--- src/rtl/wheel_speed_pkg.sv ---
// Shared definitions for the wheel speed sampler: FSM encoding, default sizing
// and the wrap-safe, saturating per-period delta.
package wheel_speed_pkg;

  localparam int DEF_N_CH   = 4;
  localparam int DEF_CNT_W  = 16;
  localparam int DEF_SPD_W  = 12;
  localparam int DEF_PERIOD = 50000;

  typedef enum logic [1:0] {
    IDLE,
    CAPTURE,
    SEND
  } state_t;

  localparam logic signed [DEF_CNT_W-1:0] SPD_MAX = DEF_CNT_W'((1 << (DEF_SPD_W - 1)) - 1);
  localparam logic signed [DEF_CNT_W-1:0] SPD_MIN = DEF_CNT_W'(-(1 << (DEF_SPD_W - 1)));

  typedef struct packed {
    logic signed [DEF_SPD_W-1:0] val;
    logic                        sat;
  } sat_res_t;

  // The modular subtraction makes a counter wrap between samples look like a small step.
  function automatic sat_res_t sat_delta(input logic [DEF_CNT_W-1:0] snap,
                                         input logic [DEF_CNT_W-1:0] base);
    sat_res_t                     r;
    logic signed [DEF_CNT_W-1:0]  raw;
    raw   = signed'(snap - base);
    r.sat = 1'b0;
    if (raw > SPD_MAX) begin
      r.val = SPD_MAX[DEF_SPD_W-1:0];
      r.sat = 1'b1;
    end else if (raw < SPD_MIN) begin
      r.val = SPD_MIN[DEF_SPD_W-1:0];
      r.sat = 1'b1;
    end else begin
      r.val = raw[DEF_SPD_W-1:0];
    end
    return r;
  endfunction

endpackage

--- src/rtl/wheel_speed_sampler_if.sv ---
// Speed readout stream: one signed speed word per beat, valid/ready handshake.
interface wheel_speed_sampler_if #(
  parameter int SPD_W = 12,
  parameter int CH_W  = 2
);
  logic signed [SPD_W-1:0] spd_data;
  logic [CH_W-1:0]         spd_ch;
  logic                    spd_sat;
  logic                    spd_last;
  logic                    spd_valid;
  logic                    spd_ready;

  modport master (
    output spd_data, spd_ch, spd_sat, spd_last, spd_valid,
    input  spd_ready
  );

  modport slave (
    input  spd_data, spd_ch, spd_sat, spd_last, spd_valid,
    output spd_ready
  );
endinterface

--- src/rtl/sample_timer.sv ---
// Sample period counter: tick on the last count of each period, and primed
// tracking so the first tick after reset or enable only establishes baselines.
module sample_timer import wheel_speed_pkg::*; #(
  parameter int PERIOD = DEF_PERIOD
) (
  input  logic clk,
  input  logic reset,
  input  logic en,
  output logic tick,
  output logic primed
);
  localparam int            CW   = (PERIOD > 1) ? $clog2(PERIOD) : 1;
  localparam logic [CW-1:0] LAST = CW'(PERIOD - 1);

  logic [CW-1:0] cnt_q, cnt_d;
  logic          primed_q, primed_d;

  always_comb begin
    tick     = en && (cnt_q == LAST);
    cnt_d    = cnt_q;
    primed_d = primed_q;
    if (!en) begin
      cnt_d    = '0;
      primed_d = 1'b0;
    end else begin
      cnt_d = (cnt_q == LAST) ? '0 : cnt_q + CW'(1);
      if (tick) primed_d = 1'b1;
    end
  end

  always_ff @(posedge clk or negedge reset) begin
    if (!reset) begin
      cnt_q    <= '0;
      primed_q <= 1'b0;
    end else begin
      cnt_q    <= cnt_d;
      primed_q <= primed_d;
    end
  end

  assign primed = primed_q;

endmodule

--- src/rtl/wheel_speed_sampler.sv ---
// Snapshots four encoder counts each sample period and streams saturated speeds.
// Optional WHEEL_SPEED_AVG_EN averages each speed with the previous frame's value.
module wheel_speed_sampler import wheel_speed_pkg::*; #(
  parameter int N_CH   = DEF_N_CH,
  parameter int CNT_W  = DEF_CNT_W,
  parameter int SPD_W  = DEF_SPD_W,
  parameter int PERIOD = DEF_PERIOD
) (
  input  logic                    clk,
  input  logic                    reset,
  input  logic                    en,
  input  logic [N_CH*CNT_W-1:0]   enc_count,
  wheel_speed_sampler_if.master   spd,
  output logic                    tick,
  output logic                    overrun,
  input  logic                    clr_overrun
);
  localparam int              CH_W    = (N_CH > 1) ? $clog2(N_CH) : 1;
  localparam logic [CH_W-1:0] CH_LAST = CH_W'(N_CH - 1);

  logic                    primed;
  logic                    xfer;
  state_t                  state_q, state_d;
  logic [CH_W-1:0]         ch_q, ch_d;
  logic                    overrun_q, overrun_d;
  logic [CNT_W-1:0]        snap_q [N_CH];
  logic [CNT_W-1:0]        snap_d [N_CH];
  logic [CNT_W-1:0]        base_q [N_CH];
  logic [CNT_W-1:0]        base_d [N_CH];
  logic signed [SPD_W-1:0] spd_q  [N_CH];
  logic signed [SPD_W-1:0] spd_d  [N_CH];
  logic                    sat_q  [N_CH];
  logic                    sat_d  [N_CH];
  sat_res_t                res;
`ifdef WHEEL_SPEED_AVG_EN
  logic signed [SPD_W-1:0] prev_q [N_CH];
  logic signed [SPD_W-1:0] prev_d [N_CH];
  logic signed [SPD_W:0]   sum;
`endif

  sample_timer #(.PERIOD(PERIOD)) u_timer (
    .clk    (clk),
    .reset  (reset),
    .en     (en),
    .tick   (tick),
    .primed (primed)
  );

  always_comb begin : fsm
    state_d   = state_q;
    ch_d      = ch_q;
    overrun_d = overrun_q;
    xfer      = (state_q == SEND) && spd.spd_ready;
    unique case (state_q)
      IDLE:    if (tick && primed) state_d = CAPTURE;
      CAPTURE: begin
        state_d = SEND;
        ch_d    = '0;
      end
      SEND: begin
        if (xfer) begin
          if (ch_q == CH_LAST) begin
            state_d = IDLE;
            ch_d    = '0;
          end else begin
            ch_d = ch_q + CH_W'(1);
          end
        end
      end
      default: state_d = IDLE;
    endcase
    // Set wins over clear; a tick landing on the final handshake still counts.
    if (clr_overrun) overrun_d = 1'b0;
    if (tick && primed && (state_q != IDLE)) overrun_d = 1'b1;
  end

  // A dropped frame keeps the old baseline, so the next delta spans every missed period.
  always_comb begin : datapath
    res = '0;
`ifdef WHEEL_SPEED_AVG_EN
    sum = '0;
`endif
    for (int i = 0; i < N_CH; i++) begin
      snap_d[i] = tick ? enc_count[i*CNT_W +: CNT_W] : snap_q[i];
      base_d[i] = base_q[i];
      spd_d[i]  = spd_q[i];
      sat_d[i]  = sat_q[i];
`ifdef WHEEL_SPEED_AVG_EN
      prev_d[i] = prev_q[i];
`endif
      res = sat_delta(snap_q[i], base_q[i]);
      if (tick && !primed) begin
        base_d[i] = enc_count[i*CNT_W +: CNT_W];
      end else if (state_q == CAPTURE) begin
        base_d[i] = snap_q[i];
        sat_d[i]  = res.sat;
`ifdef WHEEL_SPEED_AVG_EN
        sum       = {res.val[SPD_W-1], res.val} + {prev_q[i][SPD_W-1], prev_q[i]};
        spd_d[i]  = sum[SPD_W:1];
        prev_d[i] = res.val;
`else
        spd_d[i]  = res.val;
`endif
      end
    end
  end

  always_ff @(posedge clk or negedge reset) begin
    if (!reset) begin
      state_q   <= IDLE;
      ch_q      <= '0;
      overrun_q <= 1'b0;
      for (int i = 0; i < N_CH; i++) begin
        snap_q[i] <= '0;
        base_q[i] <= '0;
        spd_q[i]  <= '0;
        sat_q[i]  <= 1'b0;
`ifdef WHEEL_SPEED_AVG_EN
        prev_q[i] <= '0;
`endif
      end
    end else begin
      state_q   <= state_d;
      ch_q      <= ch_d;
      overrun_q <= overrun_d;
      for (int i = 0; i < N_CH; i++) begin
        snap_q[i] <= snap_d[i];
        base_q[i] <= base_d[i];
        spd_q[i]  <= spd_d[i];
        sat_q[i]  <= sat_d[i];
`ifdef WHEEL_SPEED_AVG_EN
        prev_q[i] <= prev_d[i];
`endif
      end
    end
  end

  assign spd.spd_valid = (state_q == SEND);
  assign spd.spd_data  = spd_q[ch_q];
  assign spd.spd_ch    = ch_q;
  assign spd.spd_sat   = sat_q[ch_q];
  assign spd.spd_last  = (state_q == SEND) && (ch_q == CH_LAST);
  assign overrun       = overrun_q;

endmodule

--- src/flat_wrapper.sv ---
// flat-port wrapper written by rule: the top's interface ports become plain ports
module wheel_speed_sampler_flat import wheel_speed_pkg::*;
#(
  parameter int N_CH   = DEF_N_CH,
  parameter int CNT_W  = DEF_CNT_W,
  parameter int SPD_W  = DEF_SPD_W,
  parameter int PERIOD = DEF_PERIOD
)
  (clk, reset, en, enc_count, tick, overrun, clr_overrun, spd_spd_data, spd_spd_ch, spd_spd_sat, spd_spd_last, spd_spd_valid, spd_spd_ready);
  wheel_speed_sampler_if #(.SPD_W(SPD_W), .CH_W(2)) spd_i ();
  input  logic clk;
  input  logic reset;
  input  logic en;
  input  logic [N_CH*CNT_W-1:0] enc_count;
  output logic tick;
  output logic overrun;
  input  logic clr_overrun;
  output wire logic [$bits(spd_i.spd_data)-1:0] spd_spd_data;
  output wire logic [$bits(spd_i.spd_ch)-1:0] spd_spd_ch;
  output wire logic [$bits(spd_i.spd_sat)-1:0] spd_spd_sat;
  output wire logic [$bits(spd_i.spd_last)-1:0] spd_spd_last;
  output wire logic [$bits(spd_i.spd_valid)-1:0] spd_spd_valid;
  input wire logic [$bits(spd_i.spd_ready)-1:0] spd_spd_ready;
  assign spd_spd_data = spd_i.spd_data;
  assign spd_spd_ch = spd_i.spd_ch;
  assign spd_spd_sat = spd_i.spd_sat;
  assign spd_spd_last = spd_i.spd_last;
  assign spd_spd_valid = spd_i.spd_valid;
  assign spd_i.spd_ready = spd_spd_ready;
  wheel_speed_sampler #(.N_CH(N_CH), .CNT_W(CNT_W), .SPD_W(SPD_W), .PERIOD(PERIOD)) u_core (.clk(clk), .reset(reset), .en(en), .enc_count(enc_count), .spd(spd_i), .tick(tick), .overrun(overrun), .clr_overrun(clr_overrun));
endmodule
--- config.mk ---
export PLATFORM = sky130hd
export DESIGN_NAME = wheel_speed_sampler_flat
export DESIGN_NICKNAME = d
export VERILOG_FILES = /design/src/rtl/wheel_speed_pkg.sv /design/src/rtl/wheel_speed_sampler_if.sv /design/src/rtl/sample_timer.sv /design/src/rtl/wheel_speed_sampler.sv /design/src/flat_wrapper.sv
export SDC_FILE = /design/constraint.sdc
export NUM_CORES = 1
export LEC_CHECK = 0
export CORE_MARGIN = 2
export CORE_UTILIZATION = 30
export CTS_CLUSTER_SIZE = 8
export DETAILED_ROUTE_END_ITERATION = 8
export PLACE_DENSITY_LB_ADDON = 0.3
export SYNTH_ARGS = -nofsm -noshare
export SYNTH_HDL_FRONTEND = slang
export SYNTH_SLANG_ARGS = --single-unit
--- constraint.sdc ---
create_clock -name clk -period 2.8 [get_ports clk]
set_input_delay 0.42 -clock clk [delete_from_list [all_inputs] [get_ports clk]]
set_output_delay 0.42 -clock clk [all_outputs]
set_load 0.02 [all_outputs]
==> impl_metrics.tcl <==
set metrics [dict create \
    status "finished with violations" \
    failed_checks "negative setup slack" \
    p_leak_nw 7.07 \
    vias 9945 \
    drive_gt1_frac 0.167 \
    grt_pass1_vias 9575 \
    grt_first_pass_wirelength_mm 50.0 \
    fin_skew_ns 0.0143 \
    swShare 0.215 \
    area_delta_synth_final_pct 29.1 \
    start_util 0.306 \
    slew_viol_final 0 \
    comb_power_share 0.032 \
    syn_area_um2 11900 \
    placeableCoreArea_um2 38800 \
    dp_cells 1985 \
    ys.warnings.count 0 \
    period_share 1.01 \
    internal-power_mw 4.88 \
    row_count 72 \
    synthCells 1385 \
    cts-root-buf "clkbuf_16" \
    cts_sinks 202 \
    hold_violations 0 \
    setup_viol 8 \
    ctsHtreeMaxLevel 1 \
    max_freq_mhz 354 \
    numCtsBuffers 29 \
    final_cell_mix "nand2_1 (311), dfrtp_1 (201), nor2_1 (130), o21ai_0 (99), a21oi_1 (99)" \
    multi_input_area_um2 6960 \
    stdcell_count 2043 \
    ys_seq_elements 202 \
    arrival_ns 3.30 \
    synth_cell_types 72 \
    crit_type "reg -> reg" \
    p_per_area_nw_per_um2 405 \
    antenna_found_initial 1 \
    cts_tree "done" \
    nFillCells 3860 \
    synth_area_per_cell_um2 8.57 \
    seq_area_um2 5060 \
    final_cell_area_um2 15300 \
    min_path_type "in -> reg" \
    synth-edff-count 0 \
    drtIter0Drc 487 \
    crit_buf_inv 1 \
    cts.reportedPaths.clkPinSlew_ns 0.05 \
    grt_max_degree 129 \
    irDropWorstVdd_uv 400 \
    worstPathMaxFanout 6 \
    slew_headroom 0.512 \
    cpPeakStageDelay_ns 0.41 \
    clk_latency_ns 0.54 \
    crit_chain "ha_4, fa_2, nor2b_4, o22ai_2, o21a_1, o21ai_4, o221ai_2, xnor2_2, a41oi_2, buf_6, a211oi_2, o22a_1" \
    critPathTopFamily "compound AO/OA/AOI/OAI gates" \
    syn_nets 1520 \
    seq_area_frac_synth 0.426 \
    synthArstFlopShare 1.00 \
    slowest_stage "dfrtp_1" \
    power_frac_seq 0.472 \
    dieArea_um2 41200 \
    routedWlPerCell_um 15.3 \
    firstDrtPassIters 5 \
    end_kind "flip-flop" \
    antenna_left 0 \
    crit_required_ns 3.27 \
    setup_ws_ns -0.0265 \
    worstMarginPinSlew_ns 0.732 \
    post_dp_cell_area_um2 13700 \
    io_buffers 87 \
    ios 88 \
    die_h_um 203 \
    start_kind "flip-flop" \
    rsz0062_at_grt "yes" \
    p_clk_frac 0.496 \
    layout_commonest_cell "nand2_1" \
    nets 1655 \
    drc 0 \
    period_needed_ns 2.83 \
    viasPerCell 4.87 \
    dp_hpwl_mm 21.7 \
    drv_cap 0 \
    power_switching_mw 1.33 \
    overflow 0 \
    synthFlopType "dfrtp_1" \
    die-width_um 203 \
    grt_util_all_layers 0.148 \
    gp_congestion 0.852 \
    clock_path_buffers 3 \
    totalWireLength_mm 31.3 \
]
==> cells in the mapped netlist, types with 5 or more instances <==
master,instances,area share
and3_1,5,0.0026
o311ai_0,12,0.0089
xor2_1,31,0.023
nor4_1,6,0.0032
ha_1,62,0.065
and2_1,8,0.0042
mux2i_1,12,0.010
nor2_1,131,0.041
a211oi_1,8,0.0051
o21ai_1,10,0.0042
buf_2,10,0.0042
nand3_1,19,0.0080
nor2b_1,14,0.0074
xnor2_1,24,0.018
o31a_1,5,0.0037
nand2_1,312,0.099
o21ai_0,112,0.047
o21a_1,12,0.0076
a21oi_1,107,0.045
clkbuf_1,49,0.015
a21o_1,17,0.011
inv_1,74,0.023
nand2b_1,13,0.0069
dfrtp_1,202,0.43
o22a_1,12,0.0089
a311oi_1,11,0.0081
mux4_2,13,0.025
nor3_1,10,0.0042
or3_1,5,0.0026
buf_1,7,0.0022
==> cell type report <==
type / instances / share of cell area
clock inverters: 1 / 0.000571
clock buffers: 34 / 0.0492
diodes: 1 / 0.000163
multi-input cells: 1043 / 0.454
flip-flops and latches: 202 / 0.330
inverters: 74 / 0.0181
well taps: 518 / 0.0423
repair buffers: 170 / 0.106
==> per-layer routing <==
metal / part of all wire / GRT usage / wire [um] / up-vias
met2: 0.45 / 0.236 / 14200 / 172
met5: 0 / 0 / 0 / -
met3: 0.044 / 0.0250 / 1370 / 44
li1: - / - / - / 5003
met1: 0.48 / 0.207 / 14900 / 4726
met4: 0.026 / 0.0399 / 807 / 0
==> registers in the layout, indices dropped and copies added (netlist names) <==
signal,count
u_core.u_timer.cnt_q,16
u_core.u_timer.primed,1
u_core.sat_q,4
u_core.spd_q,48
u_core.base_q,64
u_core.state_q,2
u_core.spd.spd_ch,2
u_core.overrun,1
u_core.snap_q,64
==> tightest hold or removal path, cell delays in order <==
cell and delay, ns:
clkdlybuf4s50_1 0.42, nand2_1 0.06, nand2_1 0.04
==> logic make-up after synthesis <==
kind of cell / after synthesis / synth area share
buffers and inverters: 143 / 0.0476
multiplexers: 26 / 0.0357
flip-flops: 202 / 0.426
XOR/XNOR: 55 / 0.0406
AND/OR/NAND/NOR: 541 / 0.193
AO/OA/AOI/OAI: 352 / 0.186
adder cells (fa/ha/maj): 66 / 0.0721
==> what timing repair did <==
item,in CTS,in global routing
endpoints found under the hold margin,79,0
setup buffers,3,12
gates resized for setup,29,124
pin swaps,10,29
cloned,2,4
hold buffers,1,0
setup endpoints to repair,61,51
==> through the flow <==
stage	utilization	total power [mW]	hold slack (ns)	setup slack, ns	TNS [ns]
detailed placement	0.353	3.18	0.464	-0.240	-4.72
global route	0.395	6.46	0.445	-0.155	-2.96
CTS	0.377	6.31	0.422	-0.00448	-0.00448
finish	0.395	6.21	0.441	-0.0265	-0.144
global placement	0.353	3.18	0.452	-0.0950	-1.83
floorplan	-	2.99	0.124	0.0117	0
==> final timing paths <==
path,start,to,slack (ns),cells past startpoint
setup / recovery,u_core.base_q[48],u_core.spd_q[39],-0.03,12
hold / removal,enc_count[30],u_core.snap_q[46],0.44,3
setup reg to reg,u_core.base_q[48],u_core.spd_q[39],-0.03,12
hold reg to reg,u_core.u_timer.cnt_q[0],u_core.u_timer.cnt_q[0],0.47,1
max in group asynchronous,reset,u_core.base_q[26],1.45,3
min in group asynchronous,reset,u_core.snap_q[58],0.50,2
==> power groups by stage <==
stage | registers, mW | logic (mW) | clock network (mW)
finish | 2.93 | 0.201 | 3.08
floorplan | 2.98 | 0.0113 | 0
global placement | 2.98 | 0.204 | 0
global route | 2.93 | 0.224 | 3.31
CTS | 2.93 | 0.208 | 3.17
detailed placement | 2.98 | 0.206 | 0
No activity file was read; power rests on OpenSTA's default activity.
